## config.mk

```make
export PLATFORM = sky130hd
export DESIGN_NAME = fp_add_sequencer
export DESIGN_NICKNAME = d
export VERILOG_FILES = /design/src/rtl/fp_add_sequencer.sv
export SDC_FILE = /design/constraint.sdc
export NUM_CORES = 1
export LEC_CHECK = 0
export BUFFER_PORTS_ARGS = -buffer_cell sky130_fd_sc_hd__buf_2
export CAP_MARGIN = 40
export CELL_PAD_IN_SITES_DETAIL_PLACEMENT = 1
export CELL_PAD_IN_SITES_GLOBAL_PLACEMENT = 1
export CORE_MARGIN = 2
export CORE_UTILIZATION = 28
export CTS_CLUSTER_DIAMETER = 50
export DETAILED_ROUTE_END_ITERATION = 10
export GPL_ROUTABILITY_DRIVEN = 0
export PLACE_DENSITY = 0.8
export SKIP_LAST_GASP = 1
export SYNTH_ARGS = -nofsm -noshare
export SYNTH_HDL_FRONTEND = slang
export SYNTH_SLANG_ARGS = --single-unit
```

## constraint.sdc

```tcl
create_clock -name clk_in -period 1.9 [get_ports clk_in]
set_input_delay 0.19 -clock clk_in [delete_from_list [all_inputs] [get_ports clk_in]]
set_output_delay 0.19 -clock clk_in [all_outputs]
set_load 0.005 [all_outputs]
```

## src/rtl/fp_add_sequencer.sv

```systemverilog
`default_nettype none
// ============================================================================
// Module   : fp_add_sequencer
// Brief    : Control sequencer for a multi-cycle floating-point adder.
//            Steps compare/align/add/normalise and holds the result for a
//            ready/done handshake.
// Revision : 1.0 - initial release
// ============================================================================
module fp_add_sequencer #(
    parameter int DATA_WIDTH = 32,
    parameter int MENT_WIDTH = 23,
    parameter int EXPO_WIDTH = 8
) (
    input  logic                              clk_in,
    input  logic                              rst_n_in,
    input  logic                              start_in,
    input  logic [DATA_WIDTH-1:0]             floating1_in,
    input  logic [DATA_WIDTH-1:0]             floating2_in,
    input  logic [EXPO_WIDTH:0]               exp_diff_in,
    input  logic [MENT_WIDTH+1:0]             sum_in,
    input  logic                              ready_in,
    output logic                              mux1_sel_out,
    output logic                              mux2_sel_out,
    output logic                              mux3_sel_out,
    output logic [EXPO_WIDTH-1:0]             rshift_out,
    output logic                              align_en_out,
    output logic                              add_en_out,
    output logic                              norm_en_out,
    output logic                              sub_op_out,
    output logic [$clog2(MENT_WIDTH+2):0]     normalize_position_out,
    output logic                              norm_valid_out,
    output logic                              zero_result_out,
    output logic                              special_out,
    output logic                              busy_out,
    output logic                              done_out
);

    // DATA_WIDTH is expected to equal 1 + EXPO_WIDTH + MENT_WIDTH.
    localparam int c_sum_w = MENT_WIDTH + 2;
    localparam int c_pos_w = $clog2(c_sum_w) + 1;
    localparam logic [EXPO_WIDTH:0]   c_sat_mag   = (EXPO_WIDTH+1)'(c_sum_w);
    localparam logic [EXPO_WIDTH-1:0] c_sat_shift = EXPO_WIDTH'(c_sum_w);

    typedef enum logic [2:0] {
        S_IDLE  = 3'd0,
        S_CMP   = 3'd1,
        S_ALIGN = 3'd2,
        S_ADD   = 3'd3,
        S_NORM  = 3'd4,
        S_DONE  = 3'd5
    } state_t;

    state_t                  r_state;
    state_t                  w_state_next;
    logic                    w_load_ops;

    logic                    r_sign1;
    logic                    r_sign2;
    logic [EXPO_WIDTH-1:0]   r_exp1;
    logic [EXPO_WIDTH-1:0]   r_exp2;

    logic                    r_mux_sel;
    logic [EXPO_WIDTH-1:0]   r_rshift;
    logic                    r_sub_op;
    logic                    r_special;
    logic [c_pos_w-1:0]      r_norm_pos;
    logic                    r_norm_valid;
    logic                    r_zero_result;

    logic                    w_special;
    logic [EXPO_WIDTH:0]     w_diff_mag;
    logic [EXPO_WIDTH-1:0]   w_rshift;
    logic [c_pos_w-1:0]      w_lead_pos;
    logic                    w_lead_found;
    logic                    w_unused_mant;

    // Only sign and exponent steer the sequencer; mantissas go to the datapath.
    assign w_unused_mant = ^{floating1_in[MENT_WIDTH-1:0], floating2_in[MENT_WIDTH-1:0]};

    assign w_special  = (&r_exp1) | (&r_exp2);
    assign w_diff_mag = exp_diff_in[EXPO_WIDTH] ? -exp_diff_in : exp_diff_in;
    assign w_rshift   = (w_diff_mag > c_sat_mag) ? c_sat_shift : w_diff_mag[EXPO_WIDTH-1:0];

    // Ascending scan: the last hit wins, which is the most significant one.
    always_comb begin
        w_lead_pos   = '0;
        w_lead_found = 1'b0;
        for (int i = 0; i < c_sum_w; i++) begin
            if (sum_in[i]) begin
                w_lead_pos   = c_pos_w'(i);
                w_lead_found = 1'b1;
            end
        end
    end

    always_comb begin
        w_state_next = r_state;
        align_en_out = 1'b0;
        add_en_out   = 1'b0;
        norm_en_out  = 1'b0;
        done_out     = 1'b0;
        busy_out     = 1'b1;
        unique case (r_state)
            S_IDLE: begin
                busy_out = 1'b0;
                if (start_in) w_state_next = S_CMP;
            end
            S_CMP: begin
                w_state_next = w_special ? S_DONE : S_ALIGN;
            end
            S_ALIGN: begin
                align_en_out = 1'b1;
                w_state_next = S_ADD;
            end
            S_ADD: begin
                add_en_out   = 1'b1;
                w_state_next = S_NORM;
            end
            S_NORM: begin
                norm_en_out  = 1'b1;
                w_state_next = S_DONE;
            end
            S_DONE: begin
                done_out = 1'b1;
                if (ready_in) w_state_next = start_in ? S_CMP : S_IDLE;
            end
            default: begin
                busy_out     = 1'b0;
                w_state_next = S_IDLE;
            end
        endcase
    end

    // Operands are captured on every transition into CMP, from IDLE or DONE.
    assign w_load_ops = (w_state_next == S_CMP);

    always_ff @(posedge clk_in or negedge rst_n_in) begin
        if (!rst_n_in) begin
            r_state       <= S_IDLE;
            r_sign1       <= 1'b0;
            r_sign2       <= 1'b0;
            r_exp1        <= '0;
            r_exp2        <= '0;
            r_mux_sel     <= 1'b0;
            r_rshift      <= '0;
            r_sub_op      <= 1'b0;
            r_special     <= 1'b0;
            r_norm_pos    <= '0;
            r_norm_valid  <= 1'b0;
            r_zero_result <= 1'b0;
        end else begin
            r_state <= w_state_next;

            if (w_load_ops) begin
                r_sign1       <= floating1_in[DATA_WIDTH-1];
                r_sign2       <= floating2_in[DATA_WIDTH-1];
                r_exp1        <= floating1_in[DATA_WIDTH-2 -: EXPO_WIDTH];
                r_exp2        <= floating2_in[DATA_WIDTH-2 -: EXPO_WIDTH];
                r_special     <= 1'b0;
                r_norm_valid  <= 1'b0;
                r_zero_result <= 1'b0;
            end

            if (r_state == S_CMP) begin
                r_mux_sel <= ~exp_diff_in[EXPO_WIDTH];
                r_rshift  <= w_rshift;
                r_sub_op  <= r_sign1 ^ r_sign2;
                r_special <= w_special;
            end

            if (r_state == S_NORM) begin
                r_norm_pos    <= w_lead_pos;
                r_norm_valid  <= w_lead_found;
                r_zero_result <= ~w_lead_found;
            end
        end
    end

    assign mux1_sel_out           = r_mux_sel;
    assign mux2_sel_out           = r_mux_sel;
    assign mux3_sel_out           = r_mux_sel;
    assign rshift_out             = r_rshift;
    assign sub_op_out             = r_sub_op;
    assign special_out            = r_special;
    assign normalize_position_out = r_norm_pos;
    assign norm_valid_out         = r_norm_valid;
    assign zero_result_out        = r_zero_result;

endmodule
`default_nettype wire

```

# Yosys cells after proc, flatten, opt, wreduce, memory -nomap -nowiden
# Index checks and enable logic that the tools add are counted.
[op_classes]
n_eq_ne = 6
order_cmp = 1
bitwise_logic = 4
n_reduce_logical = 6
add_sub_neg = 1
n_mux = 65
[ops]
columns = ["operator", "n"]
rows = [
  ["two-way mux 6 bit", 23],
  ["two-way mux 1 bit", 36],
  ["case mux 3 bit (6 select lines)", 1],
  ["AND reduction 8 bit", 2],
  ["> comparator 9 x 5 -> 1 bit (second input constant)", 1],
  ["two-way mux 3 bit", 3],
  ["two-way mux 9 bit", 1],
  ["negation 9 bit", 1],
  ["two-way mux 8 bit", 1],
  ["== test 3 x 1 -> 1 bit (second input constant)", 2],
  ["== test 3 x 2 -> 1 bit (second input constant)", 2],
  ["== test 3 bit (second input constant)", 2],
  ["OR reduction 5 bit", 1],
  ["nonzero test 2 bit", 2],
  ["logical NOT 3 bit", 1],
  ["inverter 1 bit", 2],
  ["OR 1 bit", 1],
  ["XOR 1 bit", 1],
]
[word_totals]
wordCells = 95
ff_bits = 40
output_inout_bits = 26
in_bits = 102

# Longest topological paths before layout
# Gate-level depths: netlist of the first run.
[depth]
depth_word = 27
depth_mapped = 8
depth_no_buf = 7

# Worst setup path after synthesis of the first run
# Ideal clock, no wire load.
[synth_timing]
path_type = "register to register"
from = "reg r_state[0]"
to = "reg r_zero_result, in the netlist zero_result_out"
required_ps = 1823
period_less_slack_ps = 2009
path_slack_ps = -109
n_path_buf = 2
setup_time_ps = 77
stages_incl_launch_ff = 7
arrival_time_ps = 1932
path_cell_list = "dfrtp_1 buf_6 or3b_4 buf_6 or4_4 nor4_4 o21bai_2"
[synth_between]
elab_chain_cells = 4
elab_cells_between_ends = 12
classes_between = "eq/ne: 6; mux: 4; reduce/logical: 2"
[synth_lines]
columns = ["item", "line_no", "rtl"]
rows = [
  ["from (decl)", "53", "state_t r_state;"],
  ["from (signal assigned)", "152", "r_state <= w_state_next;"],
  ["== test 3 bit (tied with other cells)", "103", "unique case (r_state)"],
  ["case mux 3 bit (6 select lines)", "103", ""],
  ["== test 3 x 1 -> 1 bit", "135", "assign w_load_ops = (w_state_next == S_CMP);"],
  ["nonzero test 2 bit (no line)", "--", ""],
  ["to (signal assigned)", "174", "r_zero_result <= ~w_lead_found;"],
  ["to (decl)", "68", "logic r_zero_result;"],
]
# Several ways; a longest one is shown, not always the timed one.
# A chain may end at the register's enable or synchronous reset.

# Final worst setup path of the first run
# Ends and elaborated chain as after synthesis.

==> flow_summary.json, run 1 <==
{
  "grt_pass1_vias": 2035,
  "postPlaceCellArea_mm2": 0.002723,
  "worst_hold_check_path_type": "in2reg",
  "grt_setup_unrepaired": "false",
  "vias_per_cell": 4.755,
  "synth.top_cells.by_area": "sky130_fd_sc_hd__dfrtp_1, sky130_fd_sc_hd__mux2_2, sky130_fd_sc_hd__nand2_1, sky130_fd_sc_hd__o21ai_0, sky130_fd_sc_hd__nor2_1",
  "floorplan.initialDensity_pct": 29.00,
  "placed_cells": 396,
  "layout_cell_share_with_drive_strength_beyond_1_pct": 44.26,
  "async_reset_ff_share_pct": 100.0,
  "synthesis.area_mm2": 0.002115,
  "num-fill-cells": 896,
  "synth_top_cell_by_area": "sky130_fd_sc_hd__dfrtp_1",
  "synth_edf_count": 0,
  "hold_violations": 0,
  "cp-end-kind": "flop",
  "grt_pass1_wl_mm": 9.349,
  "area_growth_pct": 33.37,
  "final_max_slew_viol_count": 0,
  "die_x_um": 90.90,
  "cts_buffers": 5,
  "final-instance-count-excl-fill": 404,
  "routed-via-count": 1921,
  "finalClockSkew_ps": 0.9275,
  "grt.overflow.total": 0,
  "clk_path_buf_depth": 2,
  "netlist_top_cells_count": "sky130_fd_sc_hd__dfrtp_1, sky130_fd_sc_hd__nand2_1, sky130_fd_sc_hd__mux2_2",
  "detailedPlace.worstSlack_ps": -131.5,
  "worst-setup-path-type": "reg2reg",
  "post_synth_num_cell_types": 51,
  "critical_path.reg2reg.startpoint": "r_state[0]",
  "std_cell_core_area_mm2": 0.007292,
  "ir_worst_vdd_mv": 0.3256,
  "antenna_violations_before_repair": 0,
  "finalSetupViolations": 0,
  "cp-startpoint": "r_state[0]",
  "primary_ff_master_synth": "sky130_fd_sc_hd__dfrtp_1",
  "io_pins": 128,
  "antenna_cells": 0,
  "postLayoutCoreUtil_pct": 38.68,
  "first_iter_violations": 32,
  "finalSetupTns_ps": 0,
  "portbufs": 80,
  "powerDensity_mw_per_mm2": 1112,
  "worst-path-max-fanout": 4,
  "tritoncts": "built",
  "busiest_layer": "met2",
  "average_instance_area_after_synthesis_um2": 9.974,
  "ys_seq_area_share_pct": 46.15,
  "global_route.usage.met1_pct": 16.64,
  "grt_use_total_pct": 13.73,
  "postSynthRegisterBits": 39,
  "fin_crit_share_pct": 95.20,
  "hold_path.startpoint": "floating1_in[23]",
  "post_cts_setup_buffers": 0,
  "fin_nets": 408,
  "ctsRootBufferMaster": "sky130_fd_sc_hd__clkbuf_8",
  "status": "complete, no violations",
  "grt_max_degree": 40,
  "drt-pass1-iter-count": 4,
  "post_synth_inst_count": 212,
  "clock_insertion_delay_worst_skew_ps": 280,
  "global_route.usage.met3_pct": 2.755,
  "postLayoutCellArea_mm2": 0.002820,
  "drt_wl_total_mm": 5.438,
  "leakagePower_nw": 1.325,
  "synth_fp_nets": 315,
  "final_critical_path_setup_slack_ps": 91.14,
  "clkSinkCount": 39,
  "ys.warnings.count": 0,
  "max_cap_viol_count": 0,
  "die_height_um": 90.90,
  "yosysMostFrequentCell": "sky130_fd_sc_hd__dfrtp_1",
  "finalWorstPathRequiredPeriod_ps": 1809,
  "startpoint_type": "flop",
  "die_area_mm2": 0.008263,
  "cts.reportedPaths.clkPinSlew_ps": 70,
  "clock.fmax_ghz": 0.5528,
  "netlist.area_leader.share_pct": 46.15,
  "cp_data_required_time_ps": 2110,
  "dp_hpwl_mm": 4.374,
  "ant_nets": 0,
  "rows": 31,
  "fraction_of_met2_tracks_used_by_global_routing_pct": 24.50,
  "drc": 0,
  "worst_ep_arrival_time_ps": 2020,
  "ctsHtreeMaxLevel": 2,
  "route.detailed.wl_per_inst_um": 13.46
}
==> layer usage <==
layer / wire length, um / up-vias
met4: 70 / 0
met2: 2770 / 51
li1: - / 941
met1: 2330 / 924
met5: 0 / -
met3: 266 / 5
==> report_power, final <==
group,internal [mW],switching [mW]
Sequential,1.16,0.182
Clock,0.285,0.270
Combinational,0.662,0.572
Total,2.11,1.02
==> final cells by class <==
cell class | instances | area (um^2) | share of cell area, %
multi-input combinational | 152 | 1049 | 37.18
sequential | 39 | 975.9 | 34.61
timing repair buffer | 98 | 550.5 | 19.52
tap | 99 | 123.9 | 4.392
clock buffer | 6 | 82.58 | 2.928
inverter | 9 | 33.78 | 1.198
clock inverter | 1 | 5.005 | 0.1775
==> worst paths after layout <==
check	end	slack, ps	cells past startpoint
max	zero_result_out	90	4
min	r_exp1[0]	140	2
max reg2reg	zero_result_out	90	4
min reg2reg	sub_op_out	480	2
max in group asynchronous	norm_valid_out	1070	3
min in group asynchronous	r_exp2[4]	490	3
==> flip-flops by register name, summed over array words and instances, names as in the netlist <==
name / cells
mux1_sel_out: 1
zero_result_out: 1
normalize_position_out: 5
r_sign1: 1
rshift_out: 8
r_sign2: 1
norm_valid_out: 1
sub_op_out: 1
r_exp2: 8
special_out: 1
r_exp1: 8
r_state: 3
==> kinds of logic after synthesis <==
kind of cell    Yosys count  share of synthesized area [%]
xor+xnor                  6                          2.485
fa+ha+maj                 1                         0.5916
compound gates           47                          14.56
simple gates             77                          20.47
other cells               1                         0.1773
buf+inv                  21                          5.029
flops                    39                          46.15
mux                      20                          10.53
==> cells in the final DEF, fill, tap and decap left out, types with 5 or more instances in the layout <==
cell	n
sky130_fd_sc_hd__buf_2	80
sky130_fd_sc_hd__a21oi_1	9
sky130_fd_sc_hd__inv_1	9
sky130_fd_sc_hd__dfrtp_1	39
sky130_fd_sc_hd__mux2_2	18
sky130_fd_sc_hd__nand2_1	20
sky130_fd_sc_hd__o21ai_0	14
sky130_fd_sc_hd__xnor2_1	5
sky130_fd_sc_hd__clkbuf_8	6
sky130_fd_sc_hd__nor2_1	16
sky130_fd_sc_hd__buf_4	16
==> critical path, cell delays in order (launching register included) <==
cell                       delay [ps]
sky130_fd_sc_hd__dfrtp_1          410
sky130_fd_sc_hd__or3b_4           420
sky130_fd_sc_hd__or4_4            550
sky130_fd_sc_hd__nor4_4           200
sky130_fd_sc_hd__o21bai_4         170
==> through the flow <==
stage | power, mW | hold slack [ps]
final | 3.135 | 138.1
after global routing | 3.413 | 127.6
after CTS | 3.203 | 128.3
after detailed placement | 2.631 | 278.9
after global placement | 2.549 | 271.3
after floorplan | 2.122 | -105.6
==> what timing repair did <==
action / in CTS / in global routing
endpoints found under the hold margin: 39 / 0
resized for setup: 0 / 0
hold buffers: 1 / 0
Power figures use the tool's default switching activity.
==> run 2: changes to the inputs <==
Settings changed: CELL_PAD_IN_SITES_DETAIL_PLACEMENT 1 to default, CELL_PAD_IN_SITES_GLOBAL_PLACEMENT 1 to default, CORE_UTILIZATION 28 to 43, PLACE_DENSITY 0.8 to 0.83.
Clock period 1.9 ns to 2.05 ns, I/O delays scaled along.
==> run 2 against run 1 <==
  * First-iteration DRC count up 110%
  * Critical endpoint unchanged
  * Sequential power down 9%
  * Utilization up 20 points
  * Non-clock buffer count down 4
  * Highest routed layer unchanged
==> flow_summary.json, run 2 (synthesized netlist as in run 1, its figures left out) <==
{
  "worst_hold_check_path_type": "in2reg",
  "final_critical_path_setup_slack_ps": 180.1,
  "detailedPlace.worstSlack_ps": -1.836,
  "worst-setup-path-type": "reg2reg",
  "grt_max_degree": 22,
  "fin_crit_share_pct": 91.22,
  "slowest_delay_ps": 550,
  "io_pins": 128,
  "worstPathBufferInverterCount": 0,
  "ctsHtreeMaxLevel": 2,
  "cts.reportedPaths.clkPinSlew_ps": 80,
  "die_x_um": 74.13,
  "cp_data_required_time_ps": 2260,
  "finalSetupViolations": 0,
  "drt-pass1-iter-count": 4,
  "cp-end-kind": "flop",
  "floorplan.initialDensity_pct": 44.77,
  "cp_slowest_cell": "sky130_fd_sc_hd__or4_4",
  "worst_slew_pin_slew_ps": 537.5,
  "finalSetupTns_ps": 0,
  "max_cap_viol_count": 0,
  "grt_pass1_vias": 1778,
  "layout_cell_share_with_drive_strength_beyond_1_pct": 43.38,
  "ir_worst_vdd_mv": 0.3801,
  "clk_path_buf_depth": 2,
  "route.detailed.wl_per_inst_um": 12.28,
  "routed-via-count": 1891,
  "worst_ep_arrival_time_ps": 2080,
  "startpoint_type": "flop",
  "fin_nets": 404,
  "cp-startpoint": "r_state[0]",
  "die_height_um": 74.13,
  "grt.overflow.total": 0,
  "worst-path-max-fanout": 2,
  "clock_insertion_delay_worst_skew_ps": 290,
  "antenna_cells": 0,
  "cts_repair_resize_count": 0,
  "dp_hpwl_mm": 3.540,
  "critical_path.reg2reg.startpoint": "r_state[0]",
  "hold_path.startpoint": "floating2_in[25]",
  "grt_setup_unrepaired": "false",
  "portbufs": 80,
  "finalClockSkew_ps": 8.965,
  "tritoncts": "built",
  "grt_pass1_wl_mm": 7.534,
  "critical_path.top_delay_family": "simple AND/OR/NAND/NOR gates",
  "crit_path_cell_trace": "or3b_4 > or4_4 > nor4_4 > o21bai_2",
  "post_cts_setup_buffers": 0,
  "mostFrequentLayoutCells": "sky130_fd_sc_hd__buf_2, sky130_fd_sc_hd__dfrtp_1, sky130_fd_sc_hd__nand2_1",
  "area_growth_pct": 30.30,
  "leakagePower_nw": 1.316,
  "first_iter_violations": 66,
  "status": "complete, no violations",
  "grt_use_total_pct": 17.69,
  "finalWorstPathRequiredPeriod_ps": 1870,
  "holdBufCountCts": 1,
  "powerDensity_mw_per_mm2": 1084,
  "mostFrequentLayoutCell": "sky130_fd_sc_hd__buf_2",
  "max_transition_margin_pct": 63.79,
  "drt_wl_total_mm": 4.533,
  "clkSinkCount": 39,
  "cts_buffers": 5,
  "die_area_mm2": 0.005495,
  "final_max_slew_viol_count": 0,
  "drc": 0,
  "ctsRootBufferMaster": "sky130_fd_sc_hd__clkbuf_8",
  "rows": 25,
  "num-fill-cells": 419,
  "clock.fmax_ghz": 0.5348,
  "vias_per_cell": 5.125,
  "antenna_violations_before_repair": 0,
  "hold_violations": 0,
  "ant_nets": 0,
  "std_cell_core_area_mm2": 0.004723
}
[run 2: changes by cell type in the layout (fill, tap and decap cells not counted), sizes merged]
cell,delta
bufinv,+1
buf,-4
[run 2: per-layer routing]
metal	part of all wire (%)	vias to the layer above	GRT usage (%)	wire length [um]
met1	44	882	22.05	2011
met3	5.2	8	3.523	236
li1	-	939	-	-
met5	0	-	0	0
met2	49	62	29.66	2208
met4	1.7	0	8.081	76
[run 2: layout make-up]
type / count / area, um^2 / area share [%]
sequential: 39 / 975.9 / 35.42
clock inverter: 2 / 35.03 / 1.272
clock buffer: 6 / 82.58 / 2.997
timing repair buffer: 94 / 508.0 / 18.44
tap: 67 / 83.83 / 3.043
multi-input combinational: 152 / 1036 / 37.60
inverter: 9 / 33.78 / 1.226
[run 2: path summary, 6_finish.rpt]
kind / end / slack [ps] / cells past startpoint
worst max-delay path: zero_result_out / 180 / 4
worst min-delay path: r_exp2[2] / 150 / 2
min in group asynchronous: r_state[0] / 370 / 2
max in group asynchronous: r_exp2[1] / 1060 / 3
worst max register to register: zero_result_out / 180 / 4
worst min register to register: rshift_out[2] / 480 / 2
[run 2: report_power, final]
part	leakage (nW)	internal, mW	switching (mW)
logic	0.786	0.592	0.520
clock network	0.0612	0.393	0.249
registers	0.469	1.08	0.153
total	1.32	2.06	0.922
[run 2: stage by stage]
stage	std cells	cell area, um^2	power (mW)	util (%)	hold WS (ps)
floorplan	212	2115	1.965	-	-90.59
detailed placement	360	2628	2.367	55.63	162.7
global route	369	2755	3.214	58.33	136.2
CTS	369	2755	3.028	58.33	139.4
global placement	360	2628	2.322	55.63	158.2
finish	369	2755	2.987	58.33	152.5
